`src/rtl/reset_seq.sv`:
```
// Reset sequencer: synchronises RST_n, filters it, then releases NCH reset domains in order.
// Optional build macro RST_SEQ_SWREQ_EN adds the sw_rst software reset request input.
module reset_seq #(
  parameter int SYNC_STAGES = 2,
  parameter int NCH         = 3,
  parameter int FILT        = 16,
  parameter int GAP         = 4
) (
  input  logic           clk,
  input  logic           rst,
  input  logic           RST_n,
`ifdef RST_SEQ_SWREQ_EN
  input  logic           sw_rst,
`endif
  output logic [NCH-1:0] rst_n,
  output logic           seq_done
);

  localparam int FW = (FILT > 1) ? $clog2(FILT) : 1;
  localparam int GW = (GAP > 1) ? $clog2(GAP) : 1;
  localparam int CW = (NCH > 1) ? $clog2(NCH) : 1;

  localparam logic [FW-1:0] FILT_MAX = FW'(FILT - 1);
  localparam logic [GW-1:0] GAP_MAX  = GW'(GAP - 1);
  localparam logic [CW-1:0] CH_LAST  = CW'(NCH - 1);

  typedef enum logic [1:0] {
    HOLD,
    RELEASE,
    DONE
  } state_t;

  state_t                 state_q, state_d;
  logic [SYNC_STAGES-1:0] sync_q;
  logic [FW-1:0]          filt_q, filt_d;
  logic [GW-1:0]          gap_q, gap_d;
  logic [CW-1:0]          ch_q, ch_d;
  logic [CW-1:0]          ch_nxt;
  logic [NCH-1:0]         rst_n_q, rst_n_d;
  logic                   done_q, done_d;
  logic                   req_s;
  logic                   req_ok;

  always_ff @(posedge clk) begin
    if (rst) begin
      sync_q <= '0;
    end else begin
      sync_q <= {sync_q[SYNC_STAGES-2:0], RST_n};
    end
  end

  assign req_s = sync_q[SYNC_STAGES-1];

`ifdef RST_SEQ_SWREQ_EN
  // Software request skips the synchroniser so outputs drop on the requesting edge.
  assign req_ok = req_s & ~sw_rst;
`else
  assign req_ok = req_s;
`endif

  assign ch_nxt = ch_q + 1'b1;

  always_comb begin
    state_d = state_q;
    filt_d  = filt_q;
    gap_d   = gap_q;
    ch_d    = ch_q;
    rst_n_d = rst_n_q;
    done_d  = done_q;

    case (state_q)
      HOLD: begin
        rst_n_d = '0;
        done_d  = 1'b0;
        gap_d   = '0;
        ch_d    = '0;
        if (!req_ok) begin
          filt_d = '0;
        end else if (filt_q == FILT_MAX) begin
          filt_d     = '0;
          rst_n_d[0] = 1'b1;
          if (NCH == 1) begin
            state_d = DONE;
            done_d  = 1'b1;
          end else begin
            state_d = RELEASE;
          end
        end else begin
          filt_d = filt_q + 1'b1;
        end
      end

      RELEASE: begin
        if (!req_ok) begin
          state_d = HOLD;
          filt_d  = '0;
          gap_d   = '0;
          ch_d    = '0;
          rst_n_d = '0;
          done_d  = 1'b0;
        end else if (gap_q == GAP_MAX) begin
          gap_d = '0;
          ch_d  = ch_nxt;
          for (int unsigned k = 0; k < NCH; k++) begin
            if (CW'(k) == ch_nxt) rst_n_d[k] = 1'b1;
          end
          if (ch_nxt == CH_LAST) begin
            state_d = DONE;
            done_d  = 1'b1;
          end
        end else begin
          gap_d = gap_q + 1'b1;
        end
      end

      DONE: begin
        if (!req_ok) begin
          state_d = HOLD;
          filt_d  = '0;
          gap_d   = '0;
          ch_d    = '0;
          rst_n_d = '0;
          done_d  = 1'b0;
        end
      end

      default: begin
        state_d = HOLD;
        filt_d  = '0;
        gap_d   = '0;
        ch_d    = '0;
        rst_n_d = '0;
        done_d  = 1'b0;
      end
    endcase
  end

  always_ff @(posedge clk) begin
    if (rst) begin
      state_q <= HOLD;
      filt_q  <= '0;
      gap_q   <= '0;
      ch_q    <= '0;
      rst_n_q <= '0;
      done_q  <= 1'b0;
    end else begin
      state_q <= state_d;
      filt_q  <= filt_d;
      gap_q   <= gap_d;
      ch_q    <= ch_d;
      rst_n_q <= rst_n_d;
      done_q  <= done_d;
    end
  end

  assign rst_n    = rst_n_q;
  assign seq_done = done_q;

endmodule

```
`config.mk`:
```
export PLATFORM = sky130hd
export DESIGN_NAME = reset_seq
export DESIGN_NICKNAME = d
export VERILOG_FILES = /design/src/rtl/reset_seq.sv
export SDC_FILE = /design/constraint.sdc
export NUM_CORES = 1
export LEC_CHECK = 0
export ABC_AREA = 1
export CAP_MARGIN = 5
export CORE_MARGIN = 3
export CORE_UTILIZATION = 40
export CTS_CLUSTER_SIZE = 8
export DETAILED_ROUTE_END_ITERATION = 6
export GPL_ROUTABILITY_DRIVEN = 0
export HOLD_SLACK_MARGIN = 0.15
export PLACE_DENSITY = 0.59
export SLEW_MARGIN = 20
export SYNTH_ARGS = -nofsm -noshare
export SYNTH_HDL_FRONTEND = slang
export SYNTH_SLANG_ARGS = --single-unit
```
`constraint.sdc`:
```
create_clock -name clk -period 1.45 [get_ports clk]
set_input_delay 0.29 -clock clk [delete_from_list [all_inputs] [get_ports clk]]
set_output_delay 0.29 -clock clk [all_outputs]
set_load 0.01 [all_outputs]
```
# Yosys cells after proc, flatten, opt, wreduce, memory -nomap -nowiden
# Cells that the tools add are included.
word_totals:
  reg_bits: 16
  input_bits: 3
  out_inout_bits: 4
  elab_cells: 68
classes:
  add_sub_neg: 3
  n_eq_ne: 16
  n_mux: 31
  reduce_logical: 9
op_table:
  columns: ["op", "count"]
  rows:
  - ["2-bit two-way mux", 10]
  - ["3-bit inequality test (second input constant)", 5]
  - ["4-bit two-way mux", 3]
  - ["3-bit AND reduction", 4]
  - ["1-bit two-way mux", 9]
  - ["3-bit two-way mux", 3]
  - ["3-bit one-hot mux with 3 select lines", 1]
  - ["2-bit inequality test (second input constant)", 4]
  - ["2-bit one-hot mux with 2 select lines", 2]
  - ["4-bit one-hot mux with 2 select lines", 1]
  - ["2-bit == test (second input constant)", 3]
  - ["2-bit one-hot mux with 3 select lines", 1]
  - ["5-bit AND reduction", 1]
  - ["2-bit by 1-bit adder with 2-bit output (second input constant)", 2]
  - ["4-bit by 1-bit adder with 4-bit output (second input constant)", 1]
  - ["4-bit == test (second input constant)", 1]
  - ["2-bit logical NOT", 2]
  - ["1-bit by 2-bit == test with 1-bit output (first input constant)", 1]
  - ["2-bit by 1-bit == test with 1-bit output (second input constant)", 1]
  - ["2-bit == test (first input constant)", 1]
  - ["1-bit one-hot mux with 2 select lines", 1]
  - ["2-bit AND reduction", 1]
  - ["2-bit OR reduction", 1]

# Longest topological paths before layout
# Gate-level depths: netlist of the first run.
logic_depth:
  ltp_word: 6
  depth_mapped: 9
  ltp_nobuf: 9

# Least setup slack after synthesis of the first run
# Ideal clock, no wire load.
synth_timing:
  path_kind: "register to register"
  start: "reg state_q[1]"
  end: "reg rst_n_q[0], in the netlist rst_n[0]"
  setup_ns: 0.115
  t_arrival_ns: 1.145
  required_time_ns: 1.335
  setup_slack_ns: 0.190
  stages_incl_launch_ff: 9
  path_buffers: 0
  period_less_slack_ns: 1.260
  path_cell_list: "dfxtp_1 -> inv_1 -> ha_1 -> nand2_1 -> clkinv_2 -> o21ai_2 -> o31ai_1 -> o21ai_0 -> inv_1"
synth_between:
  elab_chain_len: 3
  word_cells_on_any_way: 8
  classes_between: "eq/ne: 5; mux: 1; reduce/logical: 2"
synth_rtl:
  columns: ["item", "line_no", "source"]
  rows:
  - ["from (decl)", "33", "state_t state_q, state_d;"]
  - ["from (signal assigned)", "147", "state_q <= state_d;"]
  - ["2-bit by 1-bit == test with 1-bit output or 2-bit == test (tied branches)", "71", "case (state_q)"]
  - ["3-bit inequality test (no line) or 2-bit inequality test (tied branches)", null, null]
  - ["3-bit AND reduction (no line)", null, null]
  - ["to (signal assigned)", "151", "rst_n_q <= rst_n_d;"]
  - ["to (decl)", "39", "logic [NCH-1:0] rst_n_q, rst_n_d;"]
# Parallel ways exist; a longest one is shown, timed or not.
# A chain may end at the register's enable or synchronous reset.

# Worst setup path in the final report of the first run
layout_timing:
  start: "reg state_q[0]"
  end: "reg state_q[1]"
layout_between:
  elab_chain_len: 3
  word_cells_on_any_way: 10
  classes_between: "eq/ne: 7; mux: 1; reduce/logical: 2"
layout_rtl:
  columns: ["item", "line_no"]
  rows:
  - ["2-bit by 1-bit == test with 1-bit output (tied with other cells)", "71"]
  - ["3-bit inequality test (no line) or 2-bit inequality test (tied branches)", null]
  - ["5-bit AND reduction (no line)", null]
# Parallel ways exist; a longest one is shown, timed or not.

==> results of run 1 <==
cell families after synthesis:
| family | count (synthesis) |
|---|---|
| flip-flops | 16 |
| XOR/XNOR | 1 |
| adder cells (fa/ha/maj) | 9 |
| AO/OA/AOI/OAI | 15 |
| buffers and inverters | 19 |
| AND/OR/NAND/NOR | 44 |
synthesized netlist by cell type (all sizes together):
cell	count	area [um2]
nand2	24	97.6
inv	17	63.8
dfxtp	16	320
a21oi	10	53.8
nor2	10	40.0
ha	9	113
nand3	5	25.0
o21ai	3	22.5
nand4	2	27.5
buf	1	5.00
clkinv	1	5.00
nor3	1	5.00
nor3b	1	12.5
o22ai	1	6.26
o31ai	1	7.51
or2	1	6.26
xor2	1	8.76
layout by cell type (no fill, tap or decap), types with 2 or more instances in the layout:
cell type        synthesis  routed
nand2_2                  3       4
nor2_1                   9       9
a21oi_1                  9       9
ha_1                     9       9
inv_2                    1       2
nand3_1                  5       5
inv_1                   16      15
clkbuf_4                 0       3
nand2_1                 21      19
dlygate4sd2_1            0       4
clkdlybuf4s50_1          0       2
buf_4                    0       3
dfxtp_1                 16      16
where the power goes:
part / switching, mW / internal, mW
Combinational: 0.0407 / 0.0292
Sequential: 0.00588 / 0.447
Clock: 0.144 / 0.153
routing by layer:
layer	wire [um]	share of wire	up-vias	global-route usage
met5	0	0	-	0
met4	14	0.010	0	0.0655
met3	32	0.024	2	0.0350
met2	637	0.48	5	0.191
met1	651	0.49	288	0.145
li1	-	-	355	-
registers in the layout, summed over array words and instances, names as in the netlist:
register and count:
seq_done 1, rst_n 3, state_q 2, sync_q 2
ch_q 2, filt_q 4, gap_q 2
final cells by class:
class	count	share of cell area
well taps	25	0.0318
clock buffers	4	0.0369
multi-input cells	69	0.455
repair buffers	9	0.0789
flip-flops and latches	16	0.326
inverters	18	0.0712
critical path, delay by kind of cell (launching register included):
| family | cells | cell delay, ps |
|---|---|---|
| buf+inv | 3 | 300 |
| simple gates | 3 | 270 |
| flops | 1 | 340 |
| fa+ha+maj | 1 | 220 |
| compound gates | 1 | 130 |
worst paths after layout:
path           endpoint  slack (ps)  depth (start not counted)
min reg2reg   sync_q[1]         410                          2
max reg2reg  state_q[1]         150                          8
min           sync_q[1]         410                          2
max          state_q[1]         150                          8
what timing repair did:
item	in CTS	in global routing
endpoints found under the setup margin	4	3
setup buffers	0	1
resized for setup	4	7
==> impl_results.md, run 1 <==
- Status: finished clean
- Hold Fails Final Rpt: 0
- Proportion of synthesized area in mux cells: 0
- Yosys reg bits: 16
- Final Core Density: 0.540
- Complex-gate fraction of the synthesized area: 0.110
- CTS tree: yes
- Final setup skew: 2.93 ps
- Layout Cells excl Fill: 141
- RSZ-0062 raised after global routing: false
- Final #Nets: 129
- Total chip power: 0.820 mW
- Startpoint Class: register
- Worst-skew pair later-pin latency: 280 ps
- DRT iter0 DRCs: 7
- Syn Std Cell Area: 820 um2
- GRT Util Overall: 0.120
- First-pass GRT wire length: 2370 um
- Maximum clock path buffer count: 2
- Slew @ Worst Pin: 246 ps
- Starting Density: 0.450
- Synthesized instance count: 104
- Cts hold-fix bufs: 0
- Crit Path Max Fanout: 4
- Data arrival, critical path: 1530 ps
- Port bufs: 6
- YS warnings: 0
- Period Utilization, post-route: 0.898
- Final ANT Viol Nets: 0
- Storage element area: 320 um2
- Pin count of the biggest net entering global routing: 10
- Via count: 650
- Hold WS: 407 ps
- Row count: 15
- Fin area: 983 um2
- Detailed-router iteration count before antenna repair: 4
- Total gr overflow: 0
- Synth Net Count: 116
- DP Wirelength: 1060 um
- Synth Area in Simple Gates: 0.261
- Wire length per cell: 9.48 um
- CP Capture Type: register
- I/O pin total: 7
- Post-Place Setup Slack: 85.0 ps
- Post-route setup TNS: 0 ps
- Post-synthesis xor/xnor area fraction: 0.0107
- # setup viols final: 0
- CP most frequent cell: inv_1
- Crit-path slowest cell: dfxtp_1
- Vias/cell: 4.61
- Critical path class: register to register
- ANT cells: 0
- Critical Path RT: 1680 ps
- Avg Synthesized Cell Area: 7.88 um2
- CP peak stage delay: 340 ps
- Max-slew headroom: 0.836
- TritonCTS Buffers: 3
- Die area: 2630 um2
- CTS root buffer: clkbuf_4
- Vias in the first global route: 588
- Max cap viols: 0
- Number of remaining DRC errors: 0
- CTS clk-pin slew, worst paths: 90 ps
- Post-Synth Adder-Cell Area: 0.137
- Max Freq: 768 MHz
- Sequential element share of the synthesized area: 0.391
- Placed Cells: 136
- Fillers: 184
- Largest family of logic cells by synthesized area: simple AND/OR/NAND/NOR gates
- Layout cell share with drive strength beyond 1: 0.181
- Post-synth cell types: 23
- Peak VDD IR: 0.576 mV
- P&R area growth vs syn: 20.0%
- Pwr per Cell Area: 834 nW/um2
- P_leak: 0.473 nW
- Worst reg2reg path startpoint: state_q[0]
- Minimum clock period: 1300 ps
- Final wirelength: 1340 um
- Slew Limit Fails: 0
- Clock net sink count: 16
- Die width: 51.3 um
- Core area: 1820 um2
- Area post-placement: 921 um2
- Hold path startpoint: sync_q[0]
- CP Cell Sequence: inv_1 > ha_1 > nand2_2 > buf_4 > nand4_4 > inv_1 > nand2_1 > a21oi_2
- Area of the multi-input gates: 448 um2
- Worst setup startpoint: state_q[0]
- Hold/Removal Path Class: register to register
- Final setup margin: 148 ps
- Initial antenna violation count: 0
- Die Y: 51.3 um
- H-tree Lvls: 1
(Power assumes the default switching activity.)
==> run 2, diff against run 1 <==
--- a/config.mk
+++ b/config.mk
@@ -14,7 +14,7 @@
 export GPL_ROUTABILITY_DRIVEN = 0
 export HOLD_SLACK_MARGIN = 0.15
 export PLACE_DENSITY = 0.59
-export SLEW_MARGIN = 20
+export SLEW_MARGIN = 15
 export SYNTH_ARGS = -nofsm -noshare
 export SYNTH_HDL_FRONTEND = slang
 export SYNTH_SLANG_ARGS = --single-unit
==> results of run 2 <==
The final DEF is identical to that of run 1; final timing and power are the same.
